## src/rtl/seq_scan_ctrl.sv

```systemverilog
// seq_scan_ctrl: two-requester round-robin front end for a shared serial
// pattern detector. A granted request word is streamed MSB first into the
// detector, match flags are counted (saturating), and a one-cycle result
// pulse reports the requester id and match count.
//
// Ports:
//   clk, reset         clock, asynchronous active-low reset
//   req0/req1          request lines, held until the matching gnt pulse
//   data0/data1        request words (stream is data[len-1:0], MSB first)
//   len0/len1          stream length in bits, clipped to DW
//   gnt0/gnt1          one-cycle grant; data/len sampled in that cycle
//   det_rst, det_in    detector reset and serial bit
//   det_out            registered detector match flag
//   done               one-cycle result-valid pulse
//   res_id/cnt/hit     served requester, match count, count != 0
module seq_scan_ctrl #(
  parameter int unsigned DW = 16  // len is 5 bits, so DW must stay <= 31
) (
  input  logic          clk,
  input  logic          reset,
  input  logic          req0,
  input  logic          req1,
  input  logic [DW-1:0] data0,
  input  logic [DW-1:0] data1,
  input  logic [4:0]    len0,
  input  logic [4:0]    len1,
  output logic          gnt0,
  output logic          gnt1,
  output logic          det_rst,
  output logic          det_in,
  input  logic          det_out,
  output logic          done,
  output logic          res_id,
  output logic [3:0]    res_cnt,
  output logic          res_hit
);

  localparam int unsigned CW = 4;
  localparam int unsigned IW = (DW > 1) ? $clog2(DW) : 1;
  localparam logic [4:0] LenMax = 5'(DW);
  localparam logic [CW-1:0] CntMax = '1;

  typedef enum logic [2:0] {StIdle, StClear, StShift, StDrain, StDone} state_e;

  state_e        state_q;
  logic [DW-1:0] data_q;
  logic [IW-1:0] idx_q;    // index of the bit currently on det_in
  logic          zero_q;   // effective length is zero
  logic          id_q;
  logic          prio_q;   // 1: req1 wins a tie
  logic          first_q;  // first SHIFT cycle, det_out not yet meaningful
  logic [CW-1:0] cnt_q;

  logic          pick1;
  logic          gnt_any;
  logic [DW-1:0] data_sel;
  logic [4:0]    len_sel;
  logic [4:0]    len_eff;
  logic [CW-1:0] cnt_inc;

  always_comb begin
    pick1    = (req0 && req1) ? prio_q : req1;
    // Gate with reset so no grant escapes while reset is asserted.
    gnt_any  = reset && (state_q == StIdle) && (req0 || req1);
    data_sel = pick1 ? data1 : data0;
    len_sel  = pick1 ? len1 : len0;
    len_eff  = (len_sel > LenMax) ? LenMax : len_sel;
    cnt_inc  = (det_out && (cnt_q != CntMax)) ? cnt_q + CW'(1) : cnt_q;
  end

  // Grant is combinational so it lands in the cycle the request is seen in IDLE.
  assign gnt0 = gnt_any && !pick1;
  assign gnt1 = gnt_any && pick1;

  always_ff @(posedge clk or negedge reset) begin
    if (!reset) begin
      state_q <= StIdle;
      data_q  <= '0;
      idx_q   <= '0;
      zero_q  <= 1'b0;
      id_q    <= 1'b0;
      prio_q  <= 1'b0;
      first_q <= 1'b0;
      cnt_q   <= '0;
      det_rst <= 1'b0;
      det_in  <= 1'b0;
      done    <= 1'b0;
      res_id  <= 1'b0;
      res_cnt <= '0;
      res_hit <= 1'b0;
    end else begin
      done <= 1'b0;
      unique case (state_q)
        StIdle: begin
          if (gnt_any) begin
            data_q  <= data_sel;
            idx_q   <= IW'(len_eff - 5'd1);
            zero_q  <= (len_eff == 5'd0);
            id_q    <= pick1;
            prio_q  <= !pick1;
            cnt_q   <= '0;
            det_rst <= 1'b1;
            state_q <= StClear;
          end
        end
        StClear: begin
          det_rst <= 1'b0;
          if (zero_q) begin
            done    <= 1'b1;
            res_id  <= id_q;
            res_cnt <= cnt_q;
            res_hit <= (cnt_q != '0);
            state_q <= StDone;
          end else begin
            det_in  <= data_q[idx_q];
            first_q <= 1'b1;
            state_q <= StShift;
          end
        end
        StShift: begin
          first_q <= 1'b0;
          // det_out lags det_in by one cycle, so the first SHIFT cycle is skipped.
          if (!first_q) cnt_q <= cnt_inc;
          if (idx_q == '0) begin
            det_in  <= 1'b0;
            state_q <= StDrain;
          end else begin
            idx_q  <= idx_q - IW'(1);
            det_in <= data_q[idx_q - IW'(1)];
          end
        end
        StDrain: begin
          // Last bit's match flag arrives here; fold it straight into the result.
          done    <= 1'b1;
          res_id  <= id_q;
          res_cnt <= cnt_inc;
          res_hit <= (cnt_inc != '0);
          state_q <= StDone;
        end
        StDone: begin
          state_q <= StIdle;
        end
        default: begin
          state_q <= StIdle;
        end
      endcase
    end
  end

endmodule

```

## config.mk

```make
export PLATFORM = sky130hd
export DESIGN_NAME = seq_scan_ctrl
export DESIGN_NICKNAME = d
export VERILOG_FILES = /design/src/rtl/seq_scan_ctrl.sv
export SDC_FILE = /design/constraint.sdc
export NUM_CORES = 1
export LEC_CHECK = 0
export BUFFER_PORTS_ARGS = -buffer_cell sky130_fd_sc_hd__clkbuf_2
export CAP_MARGIN = 40
export CORE_MARGIN = 4
export CORE_UTILIZATION = 27
export CTS_BUF_LIST = sky130_fd_sc_hd__clkbuf_16
export DETAILED_ROUTE_END_ITERATION = 16
export PLACE_DENSITY_LB_ADDON = 0.2
export SLEW_MARGIN = 40
export SYNTH_ARGS = -nofsm -noshare
export SYNTH_HDL_FRONTEND = slang
export SYNTH_SLANG_ARGS = --single-unit
```

## constraint.sdc

```tcl
create_clock -name clk -period 2.1 [get_ports clk]
set_clock_uncertainty 0.2 [all_clocks]
set_input_delay 0.42 -clock clk [delete_from_list [all_inputs] [get_ports clk]]
set_output_delay 0.42 -clock clk [all_outputs]
set_load 0.005 [all_outputs]
```

==> results of run 1 <==
how the worst max path moves through the flow:
| stage | start | endpoint | slack, ns | cells past startpoint |
|---|---|---|---|---|
| floorplan | idx_q[0] | idx_q[0] | 0.04 | 7 |
| global placement | idx_q[1] | det_in | 0.02 | 6 |
| detailed placement | idx_q[1] | det_in | -0.01 | 6 |
| CTS | idx_q[1] | det_in | 0.01 | 6 |
| global route | state_q[1] | gnt1 | -0.04 | 5 |
| finish | state_q[1] | gnt1 | 0.05 | 5 |
worst register-to-register path, cell delays in order (launching register included):
cell	delay, ns
dfrtp_1	0.39
inv_1	0.10
ha_4	0.31
mux4_2	0.31
mux2_2	0.28
a32oi_1	0.20
a31oi_1	0.10
sequential cells by signal, indices dropped and copies added, names as in the netlist:
| register | flops |
|---|---|
| data_q | 16 |
| cnt_q | 4 |
| idx_q | 4 |
| res_cnt | 4 |
| state_q | 3 |
| det_in | 1 |
| det_rst | 1 |
| done | 1 |
| first_q | 1 |
| id_q | 1 |
| prio_q | 1 |
| res_hit | 1 |
| res_id | 1 |
| zero_q | 1 |
kinds of logic after synthesis:
| logic type | Yosys count | synth area share (%) |
|---|---|---|
| compound gates | 48 | 13.6 |
| buf+inv | 24 | 4.34 |
| fa+ha+maj | 4 | 2.09 |
| xor+xnor | 7 | 2.56 |
| simple gates | 122 | 24.5 |
| mux | 16 | 11.1 |
| flops | 40 | 41.8 |
through the flow:
step / cells / setup WS (ns) / setup TNS (ns) / util, % / hold WS, ns
after global placement: 434 / 0.0229 / 0 / 33.8 / 0.257
final: 449 / 0.0508 / 0 / 36.7 / 0.0160
after global routing: 449 / -0.0404 / -0.0637 / 36.7 / 0.0780
after floorplan: 261 / 0.0362 / 0 / - / -0.0756
after detailed placement: 434 / -0.0102 / -0.0102 / 33.8 / 0.264
after CTS: 446 / 0.0133 / 0 / 36.1 / 0.0500
area by class of cell:
class | count | area, um^2
Inverter | 8 | 30.0
Clock buffer | 5 | 125
Sequential cell | 40 | 1000
Fill cell | 909 | 5490
Multi-Input combinational cell | 197 | 1330
Clock inverter | 3 | 37.5
Tap cell | 108 | 135
Timing Repair Buffer | 88 | 531
cells in the mapped netlist (all sizes together) (2+ instances only):
master / n
a31oi: 4
nor3b: 5
nor4: 2
clkbuf: 9
xor2: 3
dfrtp: 40
o22ai: 2
inv: 8
nor4b: 2
nand2: 49
mux4: 8
nor3: 8
nand3: 35
xnor2: 4
o22a: 3
ha: 4
o21a: 2
o21ai: 13
nand2b: 3
a21oi: 12
a311o: 2
mux2: 4
nor2: 12
o31ai: 2
buf: 7
mux2i: 4
layer usage:
| metal | vias up | track usage (%) | part of all wire (%) |
|---|---|---|---|
| met5 | - | 0 | 0 |
| met4 | 0 | 3.03 | 0.82 |
| met3 | 6 | 2.94 | 4.4 |
| met2 | 44 | 21.1 | 49 |
| met1 | 1035 | 16.5 | 46 |
| li1 | 1101 | - | - |
where the power goes:
group	internal [mW]	switching, mW
registers	1.11	0.286
clock network	0.552	0.301
logic	1.25	1.11
timing repair:
item	4_1_cts	5_1_grt
pin swaps	0	2
resized for setup	3	6
endpoints found under the setup margin	3	4
gates cloned	0	0
setup buffers	4	3
hold buffers	0	0
==> metrics.csv, run 1 <==
metric;value;unit
TritonCTS Buffers;5;
RSZ-0062 raised after global routing;yes;
reg2reg start;idx_q[1];
synth-to-layout area growth;33.1;%
CP Buf/Inv Count;2;
register area share after synthesis;41.8;%
DP Wirelength;4800;um
Antenna Diode Count;0;
Synth Cell Area;2390;um^2
hold crit path type;in2async;
Rows;34;
CP top delay family;flip-flops;
GRT Total Usage;12.6;%
clock root cell;clkbuf_16;
CP endpoint kind;output pin;
outcome;completed;
die area;10400;um^2
CTS tree;built;
r2r endpoint;det_in;
gr ovfl total;0;
residual DRC count;0;
initial antenna violation count;0;
slowest stage delay, CP;0.39;ns
Max clock buf depth;2;
Layout Nets;391;
critical path fanouts, max;4;
most common cell after layout, fill and taps aside;clkbuf_2;
PortBufs;57;
Post-synth ARST share;100;%
Clk pin slew, worst setup/hold paths;0.06;ns
Post-synth EDFFs;0;
syn_area_per_cell;9.17;um^2
Final GP Congestion;0.802;
area leader, netlist;dfrtp_1;
post-DR vias/cell;4.87;
Final Routed Wirelength;6330;um
H-tree depth;2;
Setup-failing EPs final;0;
Cell variety after synth;46;
vias in the first global route;2164;
top area cells in the synthesized netlist;dfrtp_1 42%, nand2_1 7.7%, mux4_2 7.5%;
fmax;488;MHz
placed cell area;2930;um^2
Power, Total;4.60;mW
CP arrival;1.43;ns
drt wl/cell;14.1;um
Crit Path Class;reg2out;
pwr/cell area;1450;nW/um^2
Mapped Cells;261;
FF+latch count, synth;40;
crit path launch type;flip-flop;
Die W;102;um
ys flop type;dfrtp_1;
worst-skew pair later-pin latency;0.28;ns
required time of the worst setup path;1.48;ns
Final min period;2.05;ns
core area;8680;um^2
R2R setup slack;0.08;ns
syn nets;312;
r2r worst-path depth;6;
DRT iter0 DRCs;77;
Yosys Warn Count;0;
first-pass GRT wire length;10500;um
Fin. Hold Viols;0;
Pre-Repair DR Iteration Count;4;
Post-DRT Antenna Nets;0;
fin area;3190;um^2
routed vias;2186;
relative slew slack;65.7;%
Max Slew Vio Count;0;
maxcap violations;0;
Sinks on Clock Net;40;
Worst-Margin Slew;0.514;ns
Max IR drop VDD;0.458;mV
die span in y;102;um
most frequent cells in the layout;55 x clkbuf_2, 49 x nand2_1, 39 x dfrtp_1;
largest net degree at the start of global routing;41;
layout cells sized above 1;34.9;%
Synth top area share;41.8;%
Static Leak;1.47;nW
CP max stage cell;dfrtp_1;
fin crit share;97.6;%
CP cell instances;nor4b_2 -> buf_4 -> o21ai_4 -> nor2_4 -> buf_2;
starting density of the core;27.6;%
Ports;58;
No activity file was read; power rests on OpenSTA's default activity.
==> run 2, diff against run 1 <==
--- a/constraint.sdc
+++ b/constraint.sdc
@@ -4,2 +4,2 @@
 set_output_delay 0.42 -clock clk [all_outputs]
-set_load 0.005 [all_outputs]
+set_load 0.01 [all_outputs]
==> metrics.csv, run 2 (same netlist as run 1, synthesis figures left out) <==
metric;value;unit
outcome;completed;
Psw;1.72;mW
Final Routed Wirelength;6310;um
Rows;34;
post-DR vias/cell;4.88;
die area;10400;um^2
Layout Nets;384;
Max IR drop VDD;0.492;mV
Max clock buf depth;2;
Final GP Congestion;0.817;
CP arrival;1.46;ns
grt met1 use;16.8;%
GRT met3 Usage;3.00;%
first-pass GRT wire length;10900;um
pwr/cell area;1450;nW/um^2
reg2reg start;idx_q[1];
clock root cell;clkbuf_16;
CP cell instances;nor4b_4 -> o21ai_4 -> nor2_4 -> buf_6;
CP Buf/Inv Count;1;
CP max stage cell;dfrtp_2;
Power, Total;4.58;mW
fraction of power consumed by sequential logic;31.0;%
layout cells sized above 1;34.7;%
worst-skew pair later-pin latency;0.28;ns
Clk pwr share;18.9;%
Antenna Diode Count;0;
vias in the first global route;2293;
largest net degree at the start of global routing;41;
Setup-failing EPs final;0;
CTS tree;built;
DRT iter0 DRCs;90;
Crit Path Class;reg2out;
H-tree depth;2;
hold crit path type;in2async;
maxcap violations;0;
GRT Total Usage;13.0;%
gr ovfl total;0;
Combinational Power Share;50.1;%
Min Hold Slack;0.0307;ns
number of flip-flops in the largest register;16;
fmax;480;MHz
crit path launch type;flip-flop;
R2R setup slack;0.09;ns
Fin. Hold Viols;0;
routed vias;2159;
CP Launch Point;state_q[0];
residual DRC count;0;
drt wl/cell;14.3;um
Clk pin slew, worst setup/hold paths;0.06;ns
Static Leak;1.45;nW
GR Util met2;21.8;%
Die W;102;um
most frequent cells in the layout;55 x clkbuf_2, 49 x nand2_1, 38 x dfrtp_1;
CP endpoint kind;output pin;
most common cell after layout, fill and taps aside;clkbuf_2;
critical path fanouts, max;4;
core area;8680;um^2
quantity of hold-fixing buffers added after cts;0;
Fill cells;927;
required time of the worst setup path;1.48;ns
RSZ-0062 raised after global routing;yes;
starting density of the core;27.6;%
fin crit share;99.2;%
Sinks on Clock Net;40;
relative slew slack;64.9;%
die span in y;102;um
fin area;3160;um^2
Max Slew Vio Count;0;
TritonCTS Buffers;5;
synth-to-layout area growth;32.0;%
Reg with most FFs;data_q;
TNS Setup;0;ns
slowest stage delay, CP;0.42;ns
placed cell area;2890;um^2
initial antenna violation count;0;
Post-DRT Antenna Nets;0;
DP Wirelength;4820;um
Worst-Margin Slew;0.526;ns
CP top delay family;simple AND/OR/NAND/NOR gates;
Switching Fraction;37.6;%
Pre-Repair DR Iteration Count;4;
P_int;2.86;mW
PortBufs;57;
Final min period;2.08;ns
grt peak-use layer;met2;
Ports;58;
run 2: per-layer routing:
layer	vias up	share of wire [%]
met5	-	0
met4	0	0.87
met3	6	4.2
met2	42	48
met1	1028	47
li1	1083	-
run 2: what timing repair did:
action                                  in CTS  in global routing
pin swaps                                    2                  2
resized for setup                            4                  9
endpoints found under the setup margin       3                  4
setup buffers                                5                  1
run 2: final cells by class:
| cell class | instances | area, um^2 | share of cell area (%) |
|---|---|---|---|
| Clock buffer | 5 | 125 | 3.96 |
| Clock inverter | 3 | 42.5 | 1.35 |
| Inverter | 8 | 30.0 | 0.950 |
| Multi-Input combinational cell | 197 | 1340 | 42.4 |
| Sequential cell | 40 | 1000 | 31.8 |
| Tap cell | 108 | 135 | 4.28 |
| Timing Repair Buffer | 81 | 484 | 15.3 |
run 2: power groups by stage:
stage               registers [mW]  clock network (mW)  logic [mW]
floorplan                     1.33                   0        1.59
global placement              1.42                   0        2.16
detailed placement            1.43                   0        2.17
CTS                           1.42               0.895        2.27
global route                  1.48               0.922        2.57
finish                        1.42               0.868        2.29
run 2: metrics by stage:
stage / setup slack [ns] / cells / util (%)
6_report: 0.0161 / 442 / 36.4
5_1_grt: -0.0609 / 442 / 36.4
4_1_cts: -0.0480 / 441 / 35.9
3_5_place_dp: 0.00295 / 428 / 33.3
3_3_place_gp: 0.0528 / 428 / 33.3
2_1_floorplan: 0.0362 / 261 / -
run 2: final timing paths:
check,cells past startpoint,end
worst max register to register,6,det_in
worst max-delay path,4,gnt1
min in group clk,3,data_q[6]
max in group asynchronous,2,state_q[2]
worst min-delay path,2,res_id
worst min register to register,1,res_id
==> run 3, diff against run 2 <==
--- a/config.mk
+++ b/config.mk
@@ -13,2 +13,3 @@
 export DETAILED_ROUTE_END_ITERATION = 16
+export MAX_ROUTING_LAYER = met4
 export PLACE_DENSITY_LB_ADDON = 0.2
--- a/constraint.sdc
+++ b/constraint.sdc
@@ -4,2 +4,2 @@
 set_output_delay 0.42 -clock clk [all_outputs]
-set_load 0.01 [all_outputs]
+set_load 0.05 [all_outputs]
==> metrics.csv, run 3 (same netlist as run 1, synthesis figures left out) <==
metric;value;unit
final setup margin;-0.0390;ns
H-tree depth;2;
fin crit share;102;%
hold crit path type;in2async;
required time of the worst setup path;1.48;ns
Reg with most FFs;data_q;
Worst-Margin Slew;0.527;ns
clock root cell;clkbuf_16;
Die W;102;um
pwr/cell area;1530;nW/um^2
first-pass GRT wire length;11000;um
number of flip-flops in the largest register;16;
fin area;3250;um^2
register area;1000;um^2
Rows;34;
DP Wirelength;4940;um
gr ovfl total;0;
Max Slew Vio Count;0;
Max clock buf depth;2;
dpl cells;437;
Sinks on Clock Net;40;
Final min period;2.14;ns
CP endpoint kind;output pin;
Fill cells;927;
DRT iter0 DRCs;116;
Layout Nets;391;
routed vias;2196;
starting density of the core;27.6;%
die area;10400;um^2
synth-to-layout area growth;35.9;%
initial antenna violation count;0;
Antenna Diode Count;0;
Setup-failing EPs final;2;
TritonCTS Buffers;5;
crit path launch type;flip-flop;
CP arrival;1.52;ns
drt wl/cell;14.4;um
maxcap violations;0;
area occupied by multi-input gates;1350;um^2
worst-skew pair later-pin latency;0.28;ns
Static Leak;1.49;nW
Post-DRT Antenna Nets;0;
Max IR drop VDD;0.478;mV
core area;8680;um^2
Clk pin slew, worst setup/hold paths;0.06;ns
Ports;58;
residual DRC count;0;
die span in y;102;um
placed cell area;3010;um^2
failing checks;setup timing;
CTS tree;built;
most frequent cells in the layout;55 x clkbuf_2, 49 x nand2_1, 40 x dfrtp_1;
critical path fanouts, max;3;
Final Non-Filler Cells;449;
largest net degree at the start of global routing;41;
layout cells sized above 1;36.1;%
Crit Path Class;reg2out;
quantity of hold-fixing buffers added after cts;0;
outcome;finished with violations;
most common cell after layout, fill and taps aside;clkbuf_2;
post-DR vias/cell;4.89;
RSZ-0062 raised after global routing;yes;
Final Routed Wirelength;6470;um
Pre-Repair DR Iteration Count;4;
Final GP Congestion;0.890;
vias in the first global route;2215;
relative slew slack;64.9;%
GRT Total Usage;13.9;%
PortBufs;57;
Fin. Hold Viols;0;
fmax;468;MHz
-- run 3: changes by cell type in the layout (fill, tap and decap cells not counted), moves of 2 or more --
cell     change
dfrtp_1      +2
buf_12       +3
dfrtp_2      -2
buf_4        +6
-- run 3: layer usage --
metal	share of wire [%]	track usage, %	routed length, um	vias up
met5	0	-	0	-
met4	0.90	4.14	58	0
met3	2.4	2.66	155	4
met2	47	20.2	3060	37
met1	49	19.5	3200	1057
li1	-	-	-	1098
-- run 3: path summary, 6_finish.rpt --
path	start	endpoint	slack (ns)	cells after the start
worst max-delay path	state_q[1]	gnt1	-0.04	5
worst min-delay path	reset	data_q[0]	0.03	2
worst max register to register	idx_q[1]	det_in	0.11	6
worst min register to register	id_q	id_q	0.27	1
max in group asynchronous	reset	res_hit	1.31	2
min in group clk	data1[11]	data_q[11]	0.14	3
-- run 3: critical path, cell delays in order, from the launching register on --
cell	delay, ns
dfrtp_1	0.39
nor4b_2	0.30
buf_4	0.19
o21ai_4	0.08
nor2_4	0.13
buf_12	0.15
-- run 3: final cells by class --
cell class | count | area share, %
well taps | 108 | 4.16
repair buffers | 88 | 17.6
flip-flops and latches | 40 | 30.8
clock buffers | 5 | 3.85
inverters | 8 | 0.923
multi-input cells | 197 | 41.4
clock inverters | 3 | 1.31
-- run 3: power breakdown --
group | total [mW] | switching, mW | internal (mW)
combinational | 2.70 | 1.40 | 1.30
clock | 0.868 | 0.310 | 0.558
sequential | 1.40 | 0.286 | 1.11
-- run 3: metrics by stage --
stage | hold slack (ns) | setup WS [ns] | total power, mW | utilization (%) | setup TNS [ns]
5_1_grt | 0.0831 | -0.124 | 5.37 | 37.5 | -0.213
3_3_place_gp | 0.255 | 0.0657 | 3.96 | 34.6 | 0
6_report | 0.0320 | -0.0390 | 4.97 | 37.5 | -0.0459
2_1_floorplan | -0.0756 | -0.00501 | 3.17 | - | -0.00501
3_5_place_dp | 0.271 | 0.0150 | 3.97 | 34.6 | 0
4_1_cts | 0.0714 | -0.0839 | 4.89 | 36.7 | -0.107
-- run 3: what timing repair did --
item / in CTS / in global routing
pin swaps: 3 / 5
setup buffers: 1 / 4
setup endpoints to repair: 2 / 6
gates resized for setup: 1 / 7
